<file path="src/rtl/ahb3lite_interconnect_master_port_if.sv">
// Bus bundle between one AHB3-Lite master and its interconnect master port.
// The slave modport is the port block's view; the master modport is the opposite side.
interface ahb3lite_interconnect_master_port_if #(
   parameter int HADDR_SIZE = 32,
   parameter int HDATA_SIZE = 32,
   parameter int SLAVES     = 8
);
   logic                  mst_HSEL;
   logic                  mst_HWRITE;
   logic                  mst_HMASTLOCK;
   logic                  mst_HREADY;
   logic [HADDR_SIZE-1:0] mst_HADDR;
   logic [HDATA_SIZE-1:0] mst_HWDATA;
   logic [2:0]            mst_HSIZE;
   logic [2:0]            mst_HBURST;
   logic [3:0]            mst_HPROT;
   logic [1:0]            mst_HTRANS;
   logic [HDATA_SIZE-1:0] mst_HRDATA;
   logic                  mst_HREADYOUT;
   logic                  mst_HRESP;

   logic [HADDR_SIZE-1:0] slvHADDRbase [SLAVES];
   logic [HADDR_SIZE-1:0] slvHADDRmask [SLAVES];
   logic [SLAVES-1:0]     slvHSEL;
   logic [HADDR_SIZE-1:0] slvHADDR;
   logic [HDATA_SIZE-1:0] slvHWDATA;
   logic                  slvHWRITE;
   logic [2:0]            slvHSIZE;
   logic [2:0]            slvHBURST;
   logic [3:0]            slvHPROT;
   logic [1:0]            slvHTRANS;
   logic                  slvHMASTLOCK;
   logic                  slvHREADY;
   logic [HDATA_SIZE-1:0] slvHRDATA [SLAVES];
   logic [SLAVES-1:0]     slvHREADYOUT;
   logic [SLAVES-1:0]     slvHRESP;
   logic [SLAVES-1:0]     granted;
   logic [SLAVES-1:0]     can_switch;

   modport slave (
      input  mst_HSEL, mst_HWRITE, mst_HMASTLOCK, mst_HREADY, mst_HADDR, mst_HWDATA,
             mst_HSIZE, mst_HBURST, mst_HPROT, mst_HTRANS,
             slvHADDRbase, slvHADDRmask, slvHRDATA, slvHREADYOUT, slvHRESP, granted,
      output mst_HRDATA, mst_HREADYOUT, mst_HRESP,
             slvHSEL, slvHADDR, slvHWDATA, slvHWRITE, slvHSIZE, slvHBURST, slvHPROT,
             slvHTRANS, slvHMASTLOCK, slvHREADY, can_switch
   );

   modport master (
      output mst_HSEL, mst_HWRITE, mst_HMASTLOCK, mst_HREADY, mst_HADDR, mst_HWDATA,
             mst_HSIZE, mst_HBURST, mst_HPROT, mst_HTRANS,
             slvHADDRbase, slvHADDRmask, slvHRDATA, slvHREADYOUT, slvHRESP, granted,
      input  mst_HRDATA, mst_HREADYOUT, mst_HRESP,
             slvHSEL, slvHADDR, slvHWDATA, slvHWRITE, slvHSIZE, slvHBURST, slvHPROT,
             slvHTRANS, slvHMASTLOCK, slvHREADY, can_switch
   );
endinterface

</file>
<file path="src/rtl/ahb3lite_interconnect_master_port.sv">
// AHB3-Lite interconnect master port: address decode, grant wait/hold, data-phase response mux.
// Define AHB3LITE_INTERCONNECT_DEFAULT_SLAVE_ERROR_EN to answer unmapped transfers with a two-cycle ERROR.
module ahb3lite_interconnect_master_port #(
   parameter int HADDR_SIZE = 32,
   parameter int HDATA_SIZE = 32,
   parameter int SLAVES     = 8
) (
   input logic HRESETn,
   input logic HCLK,
   ahb3lite_interconnect_master_port_if.slave bus
);
   localparam int SW = (SLAVES > 1) ? $clog2(SLAVES) : 1;
   localparam logic [1:0] HTRANS_IDLE   = 2'b00;
   localparam logic [1:0] HTRANS_NONSEQ = 2'b10;
   localparam logic [1:0] HTRANS_SEQ    = 2'b11;

`ifdef AHB3LITE_INTERCONNECT_DEFAULT_SLAVE_ERROR_EN
   typedef enum logic [1:0] {IDLE, WAIT_GRANT, ERR1, ERR2} state_t;
`else
   typedef enum logic {IDLE, WAIT_GRANT} state_t;
`endif

   state_t                state_reg, state_next;
   logic [HADDR_SIZE-1:0] haddr_reg, haddr_next;
   logic                  hwrite_reg, hwrite_next;
   logic [2:0]            hsize_reg, hsize_next;
   logic [2:0]            hburst_reg, hburst_next;
   logic [3:0]            hprot_reg, hprot_next;
   logic [1:0]            htrans_reg, htrans_next;
   logic                  hmastlock_reg, hmastlock_next;
   logic [SW-1:0]         hold_sel_reg, hold_sel_next;
   logic                  dsel_valid_reg, dsel_valid_next;
   logic [SW-1:0]         dsel_reg, dsel_next;

   logic [SLAVES-1:0]     hit;
   logic [SLAVES-1:0]     can_sw;
   logic                  mapped;
   logic [SW-1:0]         dec_sel;
   logic                  accept;
   logic                  grant_dec;
   logic                  hold_ready;
   logic                  in_wait;
   logic                  addr_live;
   logic                  resp_ready;
   logic                  resp_err;
   logic [HDATA_SIZE-1:0] resp_rdata;

   genvar gi;
   generate
      for (gi = 0; gi < SLAVES; gi++) begin : g_slave
         assign hit[gi] = bus.mst_HSEL &
                          ((bus.mst_HADDR & bus.slvHADDRmask[gi]) ==
                           (bus.slvHADDRbase[gi] & bus.slvHADDRmask[gi]));
         assign can_sw[gi] = ~bus.mst_HMASTLOCK &
                             ((bus.mst_HTRANS == HTRANS_IDLE) | (bus.mst_HTRANS == HTRANS_NONSEQ)) &
                             ~(in_wait & (hold_sel_reg == SW'(gi)));
      end
   endgenerate

   // Lowest-numbered matching slave wins overlapping windows.
   always_comb begin
      mapped  = 1'b0;
      dec_sel = '0;
      for (int s = SLAVES - 1; s >= 0; s--) begin
         if (hit[s]) begin
            mapped  = 1'b1;
            dec_sel = SW'(s);
         end
      end
   end

   assign accept     = bus.mst_HREADY & bus.mst_HSEL & bus.mst_HTRANS[1];
   assign grant_dec  = bus.granted[dec_sel];
   assign hold_ready = bus.granted[hold_sel_reg] & bus.slvHREADYOUT[hold_sel_reg];
   assign in_wait    = (state_reg == WAIT_GRANT);
`ifdef AHB3LITE_INTERCONNECT_DEFAULT_SLAVE_ERROR_EN
   assign addr_live  = (state_reg == IDLE) | (state_reg == ERR2);
`else
   assign addr_live  = (state_reg == IDLE);
`endif

   always_comb begin
      state_next      = state_reg;
      haddr_next      = haddr_reg;
      hwrite_next     = hwrite_reg;
      hsize_next      = hsize_reg;
      hburst_next     = hburst_reg;
      hprot_next      = hprot_reg;
      htrans_next     = htrans_reg;
      hmastlock_next  = hmastlock_reg;
      hold_sel_next   = hold_sel_reg;
      dsel_valid_next = dsel_valid_reg;
      dsel_next       = dsel_reg;
      if (state_reg == WAIT_GRANT) begin
         if (hold_ready) begin
            state_next      = IDLE;
            dsel_valid_next = 1'b1;
            dsel_next       = hold_sel_reg;
         end
      end
`ifdef AHB3LITE_INTERCONNECT_DEFAULT_SLAVE_ERROR_EN
      else if (state_reg == ERR1) begin
         state_next = ERR2;
      end
`endif
      else begin
         state_next = IDLE;
         if (bus.mst_HREADY) begin
            dsel_valid_next = 1'b0;
            if (accept) begin
               if (mapped && grant_dec) begin
                  dsel_valid_next = 1'b1;
                  dsel_next       = dec_sel;
               end else if (mapped) begin
                  state_next     = WAIT_GRANT;
                  haddr_next     = bus.mst_HADDR;
                  hwrite_next    = bus.mst_HWRITE;
                  hsize_next     = bus.mst_HSIZE;
                  hburst_next    = bus.mst_HBURST;
                  hprot_next     = bus.mst_HPROT;
                  htrans_next    = bus.mst_HTRANS;
                  hmastlock_next = bus.mst_HMASTLOCK;
                  hold_sel_next  = dec_sel;
               end
`ifdef AHB3LITE_INTERCONNECT_DEFAULT_SLAVE_ERROR_EN
               else begin
                  state_next = ERR1;
               end
`endif
            end
         end
      end
   end

   always_ff @(posedge HCLK or negedge HRESETn) begin
      if (!HRESETn) begin
         state_reg      <= IDLE;
         haddr_reg      <= '0;
         hwrite_reg     <= 1'b0;
         hsize_reg      <= '0;
         hburst_reg     <= '0;
         hprot_reg      <= '0;
         htrans_reg     <= '0;
         hmastlock_reg  <= 1'b0;
         hold_sel_reg   <= '0;
         dsel_valid_reg <= 1'b0;
         dsel_reg       <= '0;
      end else begin
         state_reg      <= state_next;
         haddr_reg      <= haddr_next;
         hwrite_reg     <= hwrite_next;
         hsize_reg      <= hsize_next;
         hburst_reg     <= hburst_next;
         hprot_reg      <= hprot_next;
         htrans_reg     <= htrans_next;
         hmastlock_reg  <= hmastlock_next;
         hold_sel_reg   <= hold_sel_next;
         dsel_valid_reg <= dsel_valid_next;
         dsel_reg       <= dsel_next;
      end
   end

   // While waiting for a grant the held request is replayed; a held SEQ restarts a burst as NONSEQ.
   always_comb begin
      bus.slvHSEL = '0;
      if (in_wait) begin
         bus.slvHSEL[hold_sel_reg] = 1'b1;
      end else if (addr_live && mapped && grant_dec) begin
         bus.slvHSEL[dec_sel] = 1'b1;
      end
   end

   assign bus.slvHADDR     = in_wait ? haddr_reg     : bus.mst_HADDR;
   assign bus.slvHWRITE    = in_wait ? hwrite_reg    : bus.mst_HWRITE;
   assign bus.slvHSIZE     = in_wait ? hsize_reg     : bus.mst_HSIZE;
   assign bus.slvHBURST    = in_wait ? hburst_reg    : bus.mst_HBURST;
   assign bus.slvHPROT     = in_wait ? hprot_reg     : bus.mst_HPROT;
   assign bus.slvHMASTLOCK = in_wait ? hmastlock_reg : bus.mst_HMASTLOCK;
   assign bus.slvHTRANS    = !in_wait ? bus.mst_HTRANS :
                             (htrans_reg == HTRANS_SEQ) ? HTRANS_NONSEQ : htrans_reg;
   assign bus.slvHWDATA    = bus.mst_HWDATA;
   assign bus.can_switch   = can_sw;

   always_comb begin
      resp_rdata = '0;
      resp_ready = 1'b1;
      resp_err   = 1'b0;
      if (dsel_valid_reg) begin
         resp_rdata = bus.slvHRDATA[dsel_reg];
         resp_ready = bus.slvHREADYOUT[dsel_reg];
         resp_err   = bus.slvHRESP[dsel_reg];
      end
      if (state_reg == WAIT_GRANT) begin
         resp_ready = hold_ready;
         resp_err   = 1'b0;
      end
`ifdef AHB3LITE_INTERCONNECT_DEFAULT_SLAVE_ERROR_EN
      else if (state_reg == ERR1) begin
         resp_ready = 1'b0;
         resp_err   = 1'b1;
      end else if (state_reg == ERR2) begin
         resp_ready = 1'b1;
         resp_err   = 1'b1;
      end
`endif
   end

   assign bus.mst_HRDATA    = resp_rdata;
   assign bus.mst_HREADYOUT = resp_ready;
   assign bus.mst_HRESP     = resp_err;
   assign bus.slvHREADY     = resp_ready;
endmodule

</file>
<file path="src/flat_wrapper.sv">
// flat-port wrapper written by rule: the top's interface ports become plain ports
module ahb3lite_interconnect_master_port_flat 
#(
   parameter int HADDR_SIZE = 32,
   parameter int HDATA_SIZE = 32,
   parameter int SLAVES     = 8
)
  (HRESETn, HCLK, bus_mst_HSEL, bus_mst_HWRITE, bus_mst_HMASTLOCK, bus_mst_HREADY, bus_mst_HADDR, bus_mst_HWDATA, bus_mst_HSIZE, bus_mst_HBURST, bus_mst_HPROT, bus_mst_HTRANS, bus_slvHADDRbase, bus_slvHADDRmask, bus_slvHRDATA, bus_slvHREADYOUT, bus_slvHRESP, bus_granted, bus_mst_HRDATA, bus_mst_HREADYOUT, bus_mst_HRESP, bus_slvHSEL, bus_slvHADDR, bus_slvHWDATA, bus_slvHWRITE, bus_slvHSIZE, bus_slvHBURST, bus_slvHPROT, bus_slvHTRANS, bus_slvHMASTLOCK, bus_slvHREADY, bus_can_switch);
  ahb3lite_interconnect_master_port_if #(.HADDR_SIZE(HADDR_SIZE), .HDATA_SIZE(HDATA_SIZE), .SLAVES(SLAVES)) bus_i ();
  input logic HRESETn;
  input logic HCLK;
  input wire logic [$bits(bus_i.mst_HSEL)-1:0] bus_mst_HSEL;
  input wire logic [$bits(bus_i.mst_HWRITE)-1:0] bus_mst_HWRITE;
  input wire logic [$bits(bus_i.mst_HMASTLOCK)-1:0] bus_mst_HMASTLOCK;
  input wire logic [$bits(bus_i.mst_HREADY)-1:0] bus_mst_HREADY;
  input wire logic [$bits(bus_i.mst_HADDR)-1:0] bus_mst_HADDR;
  input wire logic [$bits(bus_i.mst_HWDATA)-1:0] bus_mst_HWDATA;
  input wire logic [$bits(bus_i.mst_HSIZE)-1:0] bus_mst_HSIZE;
  input wire logic [$bits(bus_i.mst_HBURST)-1:0] bus_mst_HBURST;
  input wire logic [$bits(bus_i.mst_HPROT)-1:0] bus_mst_HPROT;
  input wire logic [$bits(bus_i.mst_HTRANS)-1:0] bus_mst_HTRANS;
  input wire logic [$bits(bus_i.slvHADDRbase)-1:0] bus_slvHADDRbase;
  input wire logic [$bits(bus_i.slvHADDRmask)-1:0] bus_slvHADDRmask;
  input wire logic [$bits(bus_i.slvHRDATA)-1:0] bus_slvHRDATA;
  input wire logic [$bits(bus_i.slvHREADYOUT)-1:0] bus_slvHREADYOUT;
  input wire logic [$bits(bus_i.slvHRESP)-1:0] bus_slvHRESP;
  input wire logic [$bits(bus_i.granted)-1:0] bus_granted;
  output wire logic [$bits(bus_i.mst_HRDATA)-1:0] bus_mst_HRDATA;
  output wire logic [$bits(bus_i.mst_HREADYOUT)-1:0] bus_mst_HREADYOUT;
  output wire logic [$bits(bus_i.mst_HRESP)-1:0] bus_mst_HRESP;
  output wire logic [$bits(bus_i.slvHSEL)-1:0] bus_slvHSEL;
  output wire logic [$bits(bus_i.slvHADDR)-1:0] bus_slvHADDR;
  output wire logic [$bits(bus_i.slvHWDATA)-1:0] bus_slvHWDATA;
  output wire logic [$bits(bus_i.slvHWRITE)-1:0] bus_slvHWRITE;
  output wire logic [$bits(bus_i.slvHSIZE)-1:0] bus_slvHSIZE;
  output wire logic [$bits(bus_i.slvHBURST)-1:0] bus_slvHBURST;
  output wire logic [$bits(bus_i.slvHPROT)-1:0] bus_slvHPROT;
  output wire logic [$bits(bus_i.slvHTRANS)-1:0] bus_slvHTRANS;
  output wire logic [$bits(bus_i.slvHMASTLOCK)-1:0] bus_slvHMASTLOCK;
  output wire logic [$bits(bus_i.slvHREADY)-1:0] bus_slvHREADY;
  output wire logic [$bits(bus_i.can_switch)-1:0] bus_can_switch;
  assign bus_i.mst_HSEL = bus_mst_HSEL;
  assign bus_i.mst_HWRITE = bus_mst_HWRITE;
  assign bus_i.mst_HMASTLOCK = bus_mst_HMASTLOCK;
  assign bus_i.mst_HREADY = bus_mst_HREADY;
  assign bus_i.mst_HADDR = bus_mst_HADDR;
  assign bus_i.mst_HWDATA = bus_mst_HWDATA;
  assign bus_i.mst_HSIZE = bus_mst_HSIZE;
  assign bus_i.mst_HBURST = bus_mst_HBURST;
  assign bus_i.mst_HPROT = bus_mst_HPROT;
  assign bus_i.mst_HTRANS = bus_mst_HTRANS;
  assign bus_i.slvHADDRbase = {>>{bus_slvHADDRbase}};
  assign bus_i.slvHADDRmask = {>>{bus_slvHADDRmask}};
  assign bus_i.slvHRDATA = {>>{bus_slvHRDATA}};
  assign bus_i.slvHREADYOUT = bus_slvHREADYOUT;
  assign bus_i.slvHRESP = bus_slvHRESP;
  assign bus_i.granted = bus_granted;
  assign bus_mst_HRDATA = bus_i.mst_HRDATA;
  assign bus_mst_HREADYOUT = bus_i.mst_HREADYOUT;
  assign bus_mst_HRESP = bus_i.mst_HRESP;
  assign bus_slvHSEL = bus_i.slvHSEL;
  assign bus_slvHADDR = bus_i.slvHADDR;
  assign bus_slvHWDATA = bus_i.slvHWDATA;
  assign bus_slvHWRITE = bus_i.slvHWRITE;
  assign bus_slvHSIZE = bus_i.slvHSIZE;
  assign bus_slvHBURST = bus_i.slvHBURST;
  assign bus_slvHPROT = bus_i.slvHPROT;
  assign bus_slvHTRANS = bus_i.slvHTRANS;
  assign bus_slvHMASTLOCK = bus_i.slvHMASTLOCK;
  assign bus_slvHREADY = bus_i.slvHREADY;
  assign bus_can_switch = bus_i.can_switch;
  ahb3lite_interconnect_master_port #(.HADDR_SIZE(HADDR_SIZE), .HDATA_SIZE(HDATA_SIZE), .SLAVES(SLAVES)) u_core (.HRESETn(HRESETn), .HCLK(HCLK), .bus(bus_i));
endmodule
</file>
<file path="config.mk">
export PLATFORM = sky130hd
export DESIGN_NAME = ahb3lite_interconnect_master_port_flat
export DESIGN_NICKNAME = d
export VERILOG_FILES = /design/src/rtl/ahb3lite_interconnect_master_port_if.sv /design/src/rtl/ahb3lite_interconnect_master_port.sv /design/src/flat_wrapper.sv
export SDC_FILE = /design/constraint.sdc
export NUM_CORES = 1
export LEC_CHECK = 0
export ABC_AREA = 0
export BUFFER_PORTS_ARGS = -buffer_cell sky130_fd_sc_hd__buf_2
export CAP_MARGIN = 20
export CORE_AREA = 4 4 394 396
export DETAILED_ROUTE_END_ITERATION = 8
export DIE_AREA = 0 0 398 400
export PLACE_DENSITY = 0.3
export SYNTH_ARGS = -nofsm -noshare
export SYNTH_HDL_FRONTEND = slang
export SYNTH_SLANG_ARGS = --single-unit
</file>
<file path="constraint.sdc">
create_clock -name HCLK -period 2.7 [get_ports HCLK]
set_clock_uncertainty 0.05 [all_clocks]
set_input_delay 0.135 -clock HCLK [delete_from_list [all_inputs] [get_ports HCLK]]
set_output_delay 0.135 -clock HCLK [all_outputs]
set_load 0.05 [all_outputs]
</file>
* After elaboration in Yosys (flattened, before gate mapping)
Cells that the tools add are included.
Widths: inputs -> output; s select.
** Storage, ports and cells
- Logic and storage cells :: 169
- Output and inout port bits :: 129
- Input port bits :: 874
- Bits in registers :: 54
** Cells by class
- Eq/ne operators :: 18
- Multiplexer cells :: 64
- Bitwise operators :: 57
- Order comparisons :: 6
- Reductions and logical operators :: 13
** Operators by type and width (count)
- $and 32x32->32 :: 16
- $eq 32x32->1 :: 8
- $mux 32 :: 4
- $bmux 32 s3 :: 1
- $mux 3 :: 15
- $mux 1 :: 32
- $and 1x1->1 :: 28
- $mux 8 :: 2
- $bmux 1 s3 :: 5
- $eq 3x3->1 const B :: 4
- $lt 3x4->1 const B :: 3
- $not 1->1 :: 11
- $demux 1 s3 :: 2
- $eq 3x2->1 const B :: 2
- $ge 3x1->1 const B :: 2
- $reduce_bool 2->1 :: 3
- $logic_and 1x1->1 :: 5
- $reduce_and 5->1 :: 1
- $eq 2x2->1 const B :: 2
- $ge 4x4->1 const B :: 1
- $mux 2 :: 2
- $mux 4 :: 1
- $not 3->4 :: 1
- $reduce_and 4->1 :: 1
- 6 further kinds :: 6

* Longest topological paths before layout
- Depth after elaboration :: 18
- Mapped depth :: 14
- Gate-level depth less buffers :: 11

* Worst setup path after synthesis
Ideal clock, no wire load.
- Path kind :: input -> output
- From :: input bus_mst_HADDR[6]
- To :: output bus_slvHSEL[0]
- Stages on the path :: 11
- Buffers on the path :: 1
- Required time :: 2.515 ns
- Slack :: -0.890 ns
- Arrival time :: 3.405 ns
- Cells stage by stage :: buf_2 -> xor2_1 -> a22oi_1 -> nand4_1 -> or4_1 -> o2bb2a_1 -> nand3_1 -> a221oi_1 -> a21oi_1 -> nand3_4 -> o31ai_1
** On the way
- Word-level cells in the longest chain between the ends :: 17
- Elaborated cells between the ends (all ways) :: 51
- Classes of those cells :: 2 x order compare; 8 x eq/ne; 22 x mux; 16 x bitwise; 3 x reduce/logical
** Ends and longest elaborated chain
- start, declared :: line flat_wrapper.sv:16 : input wire logic [$bits(bus_i.mst_HADDR)-1:0] bus_mst_HADDR;
- $and 32x32->32 :: line ahb3lite_interconnect_master_port.sv:52 : ((bus.mst_HADDR & bus.slvHADDRmask[gi]) ==
- $eq 32x32->1 :: line ahb3lite_interconnect_master_port.sv:52
- $and 1x1->1 :: line ahb3lite_interconnect_master_port.sv:51 : assign hit[gi] = bus.mst_HSEL &
- $mux 3 (8 in a row) :: line ahb3lite_interconnect_master_port.sv:65 : if (hit[s]) begin
- $lt 3x4->1 (implied by the code) or $ge 3x1->1 (tied branches) :: line ahb3lite_interconnect_master_port.sv:169 : bus.slvHSEL[dec_sel] = 1'b1;
- $logic_and 1x1->1 (implied by the code) :: line ahb3lite_interconnect_master_port.sv:169
- $mux 1 (implied by the code) :: line ahb3lite_interconnect_master_port.sv:169
- $demux 1 s3
- $mux 8 (*) :: line ahb3lite_interconnect_master_port.sv:168 : end else if (addr_live && mapped && grant_dec) begin
- $mux 8 (*) :: line ahb3lite_interconnect_master_port.sv:166 : if (in_wait) begin
- end, declared :: line flat_wrapper.sv:31 : output wire logic [$bits(bus_i.slvHSEL)-1:0] bus_slvHSEL;
Mark *: on every way between the ends. The rest lies on a longest branch, timed or not. The select of a mux whose other input is x is not followed.

* Worst setup path in the final report
- From :: input bus_mst_HADDR[27]
- To :: output bus_slvHSEL[7]
The elaborated chain is that of the path after synthesis.

==> results.md <==
- Area of the multi-input gates: about 9200 sq um
- Mean cell area of the mapped netlist: about 9.6 sq um
- CTS root buffer: sky130_fd_sc_hd__clkbuf_16
- H-tree depth: 2
- Reported leakage power: roughly 10 nW
- Kind of critical path: in2out
- Min-Delay Endpoint: u_core.hwrite_reg
- Synth cell count leaders: sky130_fd_sc_hd__xor2_1 (256), sky130_fd_sc_hd__a22oi_1 (187), sky130_fd_sc_hd__mux2_2 (75)
- Clock input transition at the sequential cells of the worst setup and hold paths: ~0.080 ns
- Initial detailed-routing violation count: about 1100
- Post-synthesis sequential element count: 54
- Net count after synthesis: between 1500 and 2000
- Final worst hold slack: ~0.036 ns
- Via total after detailed routing: 16010
- Post-Route WL: 150700 um
- Number of non-filler instances in the completed layout: about 4400
- Fmax: approximately 270 MHz
- Power per Cell Area: roughly 240 nW/um^2
- Core box area: 151500 sq um
- Antenna violations before repair: roughly 200
- Minimum clock period after layout: about 3.7 ns
- Portion of the clock cycle consumed by the worst path in the final layout: 1.366
- Cell area after placement: 20630 sq um
- Final routed wire length divided by cell count: between 30 and 40 um
- RSZ-0062 raised after global routing: yes
- Maximum single-stage delay on the critical path: 0.56 ns
- Switching portion of total power: 0.4711
- Count of mapped cells out of synthesis: 1116
- Final layout net count: 3215
- Violated checks: setup timing
- Worst vdd ir: roughly 0.25 mV
- Register area share after synthesis: 0.1262
- Final instance area: approximately 22000 sq um
- Number of enable flip-flop cells after synthesis: 0
- Count of unique library cells instantiated by Yosys: 62
- Starting Density: 0.07066
- Result of the run: complete, but fails checks
- WP data required: between 2 and 3 ns
- Vias per Instance: between 3 and 4
- Hold path startpoint: bus_mst_HWRITE
- Worst hold path depth: 2
- DIE AREA: approximately 160000 sq um
- Setup crit end kind: output pin
- Top-level port count: between 1000 and 1500
- Layout fillers: ~18000
- CTS Sinks: 54
- Die X: between 300 and 400 um
- Total count of max-transition violations in the final report: 0
- Proportion of power drawn by flip-flops and latches: 0.156
- Area of all sequential standard cells: ~1400 sq um
- Remaining antenna violation count: 0
- Clock insertion delay at the later pin of the skew report: ~0.35 ns
- Largest area contributor in the netlist: sky130_fd_sc_hd__xor2_1
- Part of the total power dissipated in combinational logic: 0.694
- Capture point of the worst reg-to-reg path: u_core.haddr_reg[12]
- Post-Syn Area: around 11000 sq um
- Number of warnings printed during yosys synthesis: 0
- Internal power: roughly 2.8 mW
- Standard cell with the maximum stage delay on the critical path: sky130_fd_sc_hd__nor4_4
- Number of DRC violations after detailed routing: 0
- Setup-failing EPs final: 62
- Fin worst setup slack: -0.9871 ns
- Most numerous cell in the Yosys netlist: sky130_fd_sc_hd__xor2_1
- Fraction of the core area covered by cells at the end of the flow: 0.1469
- Cell count after placement: between 4000 and 5000
- Die height: roughly 400 um
- Number of standard-cell rows in the floorplan: 143
- CTS tree: built
- Vias in the first global route: roughly 17000
- Sum of overflow across all layers after global routing: 0
- Clock Path Buffers: 2
- Arrival time reported for the critical path endpoint: between 3 and 4 ns
- Detailed placement HPWL: around 140000 um
- Logic depth of the worst register-to-register path: 6
- Portion of synthesized cell area occupied by the leading cell type: 0.2094
- CP Cell Sequence: buf_8 > buf_6 > xor2_1 > a22oi_1 > nand4_1 > nor4_4 > buf_4 > a22oi_2 > a211o_4 > and2_4 > o2111ai_4 > nand3_4 > buf_12 > nor4_4 > a21o_2 > buf_12
- Measured slew at the worst slew-check pin: roughly 0.9 ns
- Kind of path behind the tightest hold check: in2reg
- IO buf count: ~940
- Maximum fanout count along the critical path: 7
- Async set or reset register ratio after synthesis: 1.000
- Startpoint class of the critical path: input port
- DR pass1 iterations: 8
- Cell types with the largest area share after synthesis: sky130_fd_sc_hd__xor2_1 (21%), sky130_fd_sc_hd__mux4_2 (15%), sky130_fd_sc_hd__a22oi_1 (13%)
- Global Route Usage Sum: 0.1791
- Placer Congestion: approximately 0.92
- First-pass GRT wire length: 182800 um
- Largest net degree at the start of global routing: 48
- Prevailing post-synth register cell: sky130_fd_sc_hd__dfrtp_1
- Crit Reg-Reg Startpoint: u_core.in_wait
- Worst setup slack for register-to-register paths: approximately 0.48 ns
- Count of final hold-check violations: 0
- Layout cell share with drive strength beyond 1: 0.6699
- Max transition margin: 0.4052
- Relative contribution of the clock network to total power: 0.150
- Largest register FFs: 32
- Area growth, synth to finish: 107.8%
- Total net switching power: ~2.5 mW
- Number of buffers added by the clock tree synthesis step: 5
- Maxcap violations: 0
- Tot Pwr: 5.237 mW
==> metal layers <==
layer	up-vias	part of all wire	global-route usage
li1	6882	-	-
met2	962	0.51	0.3324
met5	-	0.0036	0
met1	7739	0.37	0.1964
met3	344	0.075	0.05080
met4	82	0.035	0.05402
==> what timing repair did <==
item / 4_1_cts / 5_1_grt
setup endpoints to repair: 63 / 64
pin swaps: 32 / 54
gates cloned: 2 / 0
endpoints found under the hold margin: 38 / 0
hold buffers: 11 / 0
gates resized for setup: 82 / 81
setup buffers: 21 / 23
==> worst max path at each step <==
| stage | start | end | slack (ns) |
|---|---|---|---|
| floorplan | bus_mst_HADDR[13] | u_core.haddr_reg[22] | -0.22 |
| global route | bus_mst_HADDR[27] | bus_slvHSEL[7] | -1.20 |
| detailed placement | bus_mst_HADDR[10] | bus_slvHSEL[7] | -1.87 |
| global placement | bus_mst_HADDR[27] | bus_slvHSEL[7] | -2.25 |
| finish | bus_mst_HADDR[27] | bus_slvHSEL[7] | -0.99 |
| CTS | bus_mst_HADDR[21] | bus_slvHSEL[7] | -1.06 |
==> power groups by stage <==
stage / Clock [mW] / Sequential (mW) / Combinational, mW
floorplan: 0 / 0.830 / 1.30
global placement: 0 / 0.835 / 3.52
detailed placement: 0 / 0.835 / 3.50
CTS: 0.863 / 0.819 / 3.62
global route: 0.870 / 0.820 / 3.83
finish: 0.783 / 0.819 / 3.64
==> cells by family (layout without fill, tap and decap cells) <==
group,count (synthesis),after routing,synth area share
muxes,197,197,0.2815
other,0,65,0
DFF,54,54,0.1262
AOI/OAI and AO/OA,269,269,0.1960
and+or+nand+nor,228,228,0.1190
buffers and inverters,112,1338,0.06801
xor gates and xnor gates,256,256,0.2094
==> stage by stage <==
stage               setup WS (ns)  TNS [ns]
global route               -1.204    -60.19
detailed placement         -1.870   -109.58
global placement           -2.253   -131.64
CTS                        -1.058    -50.55
floorplan                 -0.2194    -9.151
finish                    -0.9871    -50.45
==> area by class of cell <==
cell class,count,share of cell area
antenna,65,0.007309
tap,2030,0.1141
inverter,9,0.001518
sequential,54,0.06139
clock buffer,5,0.005622
timing repair buffer,1321,0.3959
multi-input combinational,950,0.4128
clock inverter,3,0.001293
==> worst max-delay path: cells and delay by family <==
kind / cells / cell delay [ns]
AND/OR/NAND/NOR: 5 / 1.33
AO/OA/AOI/OAI: 5 / 1.01
buffers and inverters: 5 / 0.81
XOR/XNOR: 1 / 0.17
==> layout by cell type, fill, tap and decap left out, types with 48 or more instances in the layout <==
cell type                 count
sky130_fd_sc_hd__mux2_2      74
sky130_fd_sc_hd__buf_4      290
sky130_fd_sc_hd__buf_12      74
sky130_fd_sc_hd__xor2_1     235
sky130_fd_sc_hd__diode_2     65
sky130_fd_sc_hd__nand4_1     59
sky130_fd_sc_hd__dfrtp_1     48
sky130_fd_sc_hd__buf_2      905
sky130_fd_sc_hd__mux4_2      69
sky130_fd_sc_hd__a22oi_1    167
No activity file was read; power rests on OpenSTA's default activity.
